File: config.mk
export PLATFORM = sky130hd
export DESIGN_NAME = bp_access_scheduler
export DESIGN_NICKNAME = d
export VERILOG_FILES = /design/src/rtl/bp_access_scheduler.sv
export SDC_FILE = /design/constraint.sdc
export NUM_CORES = 1
export LEC_CHECK = 0
export CAP_MARGIN = 30
export CORE_MARGIN = 3
export CORE_UTILIZATION = 53
export DETAILED_ROUTE_END_ITERATION = 8
export GPL_TIMING_DRIVEN = 0
export HOLD_SLACK_MARGIN = 0.03
export PLACE_DENSITY = 0.81
export SETUP_SLACK_MARGIN = 0.2
export SLEW_MARGIN = 0
export SYNTH_ARGS = -nofsm -noshare
export SYNTH_HDL_FRONTEND = slang
export SYNTH_SLANG_ARGS = --single-unit
export TNS_END_PERCENT = 50
File: constraint.sdc
create_clock -name clk -period 2.1 [get_ports clk]
set_input_delay 0.63 -clock clk [delete_from_list [all_inputs] [get_ports clk]]
set_output_delay 0.63 -clock clk [all_outputs]
set_load 0.005 [all_outputs]
File: src/rtl/bp_access_scheduler.sv
// Sole owner of the two-bit-counter predictor table command ports: arbitrates fetch lookups,
// FIFO-buffered training updates and a full-table flush so at most one command issues per cycle.
module bp_access_scheduler #(
  parameter int INDEX_W    = 8,
  parameter int FIFO_DEPTH = 4,
  parameter int STARVE_MAX = 3
) (
  input  logic               clk,
  input  logic               reset_n,
  input  logic               lookup_valid,
  input  logic [INDEX_W-1:0] lookup_index,
  output logic               lookup_ready,
  output logic               pred_valid,
  output logic               pred_taken,
  input  logic               upd_valid,
  input  logic [INDEX_W-1:0] upd_index,
  input  logic               upd_taken,
  output logic               upd_ready,
  input  logic               flush_req,
  output logic               flush_busy,
  output logic               tbl_get,
  output logic [INDEX_W-1:0] tbl_get_index,
  output logic               tbl_set,
  output logic [INDEX_W-1:0] tbl_set_index,
  output logic               tbl_feedback,
  output logic               tbl_reset,
  output logic [INDEX_W-1:0] tbl_reset_index,
  input  logic               tbl_prediction
);

  localparam int PTR_W    = (FIFO_DEPTH > 1) ? $clog2(FIFO_DEPTH) : 1;
  localparam int CNT_W    = PTR_W + 1;
  localparam int STARVE_W = $clog2(STARVE_MAX + 1);

  localparam logic [0:0] ST_RUN   = 1'b0;
  localparam logic [0:0] ST_FLUSH = 1'b1;

  localparam logic [INDEX_W:0]  FLUSH_END  = {1'b1, {INDEX_W{1'b0}}};
  localparam logic [CNT_W-1:0]  FIFO_FULL  = CNT_W'(FIFO_DEPTH);
  localparam logic [STARVE_W-1:0] STARVE_LIM = STARVE_W'(STARVE_MAX);

  logic [0:0]          r_state;
  logic                r_live;
  logic [INDEX_W:0]    r_flush_cnt;
  logic [INDEX_W-1:0]  r_fifo_idx [FIFO_DEPTH];
  logic                r_fifo_tkn [FIFO_DEPTH];
  logic [PTR_W-1:0]    r_wr_ptr;
  logic [PTR_W-1:0]    r_rd_ptr;
  logic [CNT_W-1:0]    r_count;
  logic [STARVE_W-1:0] r_starve;

  logic               r_tbl_get;
  logic [INDEX_W-1:0] r_tbl_get_index;
  logic               r_tbl_set;
  logic [INDEX_W-1:0] r_tbl_set_index;
  logic               r_tbl_feedback;
  logic               r_tbl_reset;
  logic [INDEX_W-1:0] r_tbl_reset_index;
  logic               r_pred_valid;

  logic w_run;
  logic w_empty;
  logic w_full;
  logic w_flush_start;
  logic w_upd_force;
  logic w_lookup_grant;
  logic w_pop;
  logic w_push;

  // r_live keeps both readies low until the first clock edge after reset releases.
  assign w_run          = r_live && (r_state == ST_RUN);
  assign w_empty        = (r_count == '0);
  assign w_full         = (r_count == FIFO_FULL);
  assign w_flush_start  = w_run && flush_req;
  assign w_upd_force    = !w_empty && (w_full || (r_starve == STARVE_LIM));

  assign lookup_ready   = w_run && !flush_req && !w_upd_force;
  assign upd_ready      = w_run && !w_full;
  assign w_lookup_grant = lookup_valid && lookup_ready;
  // Pops only drain entries already stored, so a fresh push never bypasses a lookup.
  assign w_pop          = w_run && !flush_req && !w_empty && !w_lookup_grant;
  // An update accepted alongside flush_req is discarded with the rest of the FIFO.
  assign w_push         = upd_valid && upd_ready && !flush_req;

  assign flush_busy      = (r_state == ST_FLUSH);
  assign pred_valid      = r_pred_valid;
  assign pred_taken      = r_pred_valid & tbl_prediction;
  assign tbl_get         = r_tbl_get;
  assign tbl_get_index   = r_tbl_get_index;
  assign tbl_set         = r_tbl_set;
  assign tbl_set_index   = r_tbl_set_index;
  assign tbl_feedback    = r_tbl_feedback;
  assign tbl_reset       = r_tbl_reset;
  assign tbl_reset_index = r_tbl_reset_index;

  // NOTE: FIFO storage is not reset; pointers and count alone define which entries are live.
  always_ff @(posedge clk) begin
    if (w_push) begin
      r_fifo_idx[r_wr_ptr] <= upd_index;
      r_fifo_tkn[r_wr_ptr] <= upd_taken;
    end
  end

  // NOTE: all state below uses non-blocking assignments so every register samples pre-edge values.
  always_ff @(posedge clk or negedge reset_n) begin
    if (!reset_n) begin
      r_state           <= ST_RUN;
      r_live            <= 1'b0;
      r_flush_cnt       <= '0;
      r_wr_ptr          <= '0;
      r_rd_ptr          <= '0;
      r_count           <= '0;
      r_starve          <= '0;
      r_tbl_get         <= 1'b0;
      r_tbl_get_index   <= '0;
      r_tbl_set         <= 1'b0;
      r_tbl_set_index   <= '0;
      r_tbl_feedback    <= 1'b0;
      r_tbl_reset       <= 1'b0;
      r_tbl_reset_index <= '0;
      r_pred_valid      <= 1'b0;
    end else begin
      r_live <= 1'b1;

      r_tbl_get       <= w_lookup_grant;
      r_tbl_get_index <= w_lookup_grant ? lookup_index : '0;
      r_tbl_set       <= w_pop;
      r_tbl_set_index <= w_pop ? r_fifo_idx[r_rd_ptr] : '0;
      r_tbl_feedback  <= w_pop ? r_fifo_tkn[r_rd_ptr] : 1'b0;
      r_pred_valid    <= r_tbl_get;

      if (w_flush_start) begin
        r_wr_ptr <= '0;
        r_rd_ptr <= '0;
        r_count  <= '0;
      end else begin
        if (w_push) r_wr_ptr <= r_wr_ptr + PTR_W'(1);
        if (w_pop)  r_rd_ptr <= r_rd_ptr + PTR_W'(1);
        case ({w_push, w_pop})
          2'b10:   r_count <= r_count + CNT_W'(1);
          2'b01:   r_count <= r_count - CNT_W'(1);
          default: r_count <= r_count;
        endcase
      end

      if (w_flush_start || w_pop || w_empty) begin
        r_starve <= '0;
      end else if (w_lookup_grant && (r_starve != STARVE_LIM)) begin
        r_starve <= r_starve + STARVE_W'(1);
      end

      // The flush issues index 0 on the cycle it enters FLUSH so tbl_reset tracks flush_busy.
      case (r_state)
        ST_RUN: begin
          if (w_flush_start) begin
            r_state           <= ST_FLUSH;
            r_tbl_reset       <= 1'b1;
            r_tbl_reset_index <= '0;
            r_flush_cnt       <= (INDEX_W+1)'(1);
          end else begin
            r_tbl_reset       <= 1'b0;
            r_tbl_reset_index <= '0;
          end
        end
        ST_FLUSH: begin
          if (r_flush_cnt == FLUSH_END) begin
            r_state           <= ST_RUN;
            r_tbl_reset       <= 1'b0;
            r_tbl_reset_index <= '0;
          end else begin
            r_tbl_reset       <= 1'b1;
            r_tbl_reset_index <= r_flush_cnt[INDEX_W-1:0];
            r_flush_cnt       <= r_flush_cnt + (INDEX_W+1)'(1);
          end
        end
        default: begin
          r_state     <= ST_RUN;
          r_tbl_reset <= 1'b0;
        end
      endcase
    end
  end

endmodule

==> results.cfg <==
[detailed_routing]
drt_iter0_markers = 154
postRouteAntennaNets = 0
via_per_inst = 5.34
vias = 2159
routedWlPerCell_um = 17.3
wl_um = 6970
drt_drc_violations_left = 0
dr.pass1.iters = 4

[finish]
post-route-util_pct = 75.1
antenna_cells = 0
final_cells = 404
areaGrowthSynthToFinish_pct = 33.2
drive_gt1_share_pct = 27.7
final_cell_mix = 46 x clkdlybuf4s50_1, 46 x dfrtp_1, 36 x edfxtp_1
nNetsFinal = 355

[sta]
slew_violations = 0
period_share_pct = 108
relSlewSlack_pct = 47.9
hold_viol = 0
hold_slack_ns = 0.106
clock.fmax_mhz = 440
period_minus_slack_ns = 2.27
rsz0062_at_grt = yes
finalSetupTns_ns = -0.179
worst_pin_slew_ns = 0.779
fin_ws_ns = -0.175
final-setup-viol-count = 3
skew_ns = 0.00580

[critical_path]
path_max_fanout = 7
max_stage_delay_ns = 0.44
path_delay_family = flip-flops
ff2ff_path_depth = 7
endpoint_kind = primary output
critPathBufInv = 2
critical_path_class = flop to primary output
crit_cells = 4
critical_path_arrival_ns = 1.64
critPathRequiredTime_ns = 1.47
cp-start-kind = flop
worstPathCellList = or2_1 > clkbuf_4 > a211oi_4 > buf_2
cp_slowest_cell = dfrtp_2

[floorplan]
die_h_um = 86.5
rows = 28
die_w_um = 86.5
dieArea_sq_um = 7490
ioPinCount = 56
start_util_pct = 56.4
core-area_sq_um = 6100

[power_and_ir_drop]
p_leak_nw = 1.93
peakVddDrop_mv = 0.717
powerDensity_nw_per_um2 = 1060

[synthesis]
synth_area_sq_um = 3440
postSynthAreaPerCell_sq_um = 14.7
synth_cell_types = 44
synth-edff-count = 36
syn-num-nets = 265
async_reset_ff_share_pct = 57.1
yosysSeqAreaShare_pct = 66.4
synth_cells = 234
ys_seq_elements = 84
ys.warnings.count = 0
synth_ff_type = dfrtp_1

[grt]
grt_pass1_vias = 2173
grt_util_all_layers_pct = 19.7
antenna_found_initial = 0
grt_max_degree = 44
grt_overflow = 0
grt_pass1_wl_um = 10900

[clock_network]
cts_root_buf = clkbuf_8
clk_pin_slew_ns = 0.08
cts_tree = built
postCtsHoldBufs = 0
clk_latency_ns = 0.35
cts_buffer_depth = 2
cts.sinks = 84
cts_buffers = 9
h-tree-depth = 3

[place]
portBuffers = 55
placedCellCount = 365
preCtsSetupSlack_ns = -1.10
place_congestion = 0.804
dp_hpwl_um = 4170

[outcome]
status = complete, but fails checks
violations = negative setup slack

[job]
cap_violations = 0

[min_path]
hold_class = input port to asynchronous set/reset pin
[final timing paths]
path                                             start                         end  slack, ns
min in group clk                     tbl_get$_DFF_PN0_        pred_valid$_DFF_PN0_       0.38
worst max register to register     tbl_reset$_DFF_PN0_  r_fifo_idx[0][4]$_DFFE_PP_          0
max in group asynchronous                      reset_n      r_count[0]$_DFFE_PN0P_       1.52
worst min-delay path                           reset_n  tbl_set_index[3]$_DFF_PN0_       0.11
worst max-delay path            r_count[1]$_DFFE_PN0P_                lookup_ready      -0.17
worst min register to register       tbl_get$_DFF_PN0_        pred_valid$_DFF_PN0_       0.38
[kinds of logic after synthesis]
logic type / Yosys count / share of synthesized area, %
AO/OA/AOI/OAI: 18 / 4.30
XOR/XNOR: 7 / 1.78
adder cells (fa/ha/maj): 8 / 3.13
buffers and inverters: 18 / 2.62
flip-flops: 84 / 66.4
multiplexers: 15 / 7.64
other: 1 / 0.109
AND/OR/NAND/NOR: 83 / 14.0
[stage by stage]
step | area, sq um | total power (W)
final | 4580 | 0.00485
after global routing | 4580 | 0.00512
after CTS | 4510 | 0.00478
after detailed placement | 4110 | 0.00347
after global placement | 4090 | 0.00341
after floorplan | 3450 | 0.00299
[worst register-to-register path: stages (launching register included)]
cell	delay, ns
dfrtp_1	0.40
or3b_1	0.39
buf_6	0.14
buf_4	0.12
buf_6	0.12
nor3b_4	0.26
buf_6	0.17
and2_4	0.20
[where the power goes]
group,leakage (nW),switching (W),internal (W)
clock,0.0967,0.000531,0.000574
sequential,0.958,0.000202,0.00194
combinational,0.870,0.000754,0.000846
[Yosys cell counts (all sizes together) (5+ instances only)]
cell type | count | share of area (%)
and3 | 8 | 1.5
edfxtp | 36 | 31
nor3 | 8 | 1.3
inv | 8 | 0.87
xnor2 | 6 | 1.5
nand3 | 5 | 0.73
dfrtp | 48 | 35
mux2i | 6 | 1.7
nor2 | 15 | 1.6
and2 | 23 | 4.2
ha | 7 | 2.5
nand2 | 10 | 1.1
mux4 | 9 | 5.9
buf | 6 | 1.3
[final cells by class]
| cell class | count | area [sq um] |
|---|---|---|
| flip-flops and latches | 84 | 2280 |
| well taps | 75 | 93.8 |
| multi-input cells | 136 | 1190 |
| repair buffers | 75 | 711 |
| plain buffers | 10 | 76.3 |
| clock inverters | 5 | 51.3 |
| inverters | 8 | 30.0 |
| clock buffers | 11 | 141 |
| fillers | 377 | 1520 |
[flip-flops by register name, summed over array words and instances, names as in the netlist, 2 cells and up]
signal,cells
r_fifo_idx,32
r_flush_cnt,9
tbl_get_index,8
tbl_reset_index,8
tbl_set_index,8
r_fifo_tkn,4
r_count,3
r_rd_ptr,2
r_starve,2
r_wr_ptr,2
[timing repair]
action,in CTS,in global routing
buffers inserted,12,6
gates resized for setup,57,7
pin swaps,23,20
endpoints found under the setup margin,57,56
cloned,5,0
[per-layer routing]
| metal | vias up | wire length [um] | GRT usage, % |
|---|---|---|---|
| li1 | 1010 | - | - |
| met2 | 71 | 3560 | 32.7 |
| met4 | 0 | 68 | 7.93 |
| met5 | - | 0 | 0 |
| met3 | 6 | 410 | 5.13 |
| met1 | 1072 | 2930 | 24.8 |
No activity file was read; power rests on OpenSTA's default activity.
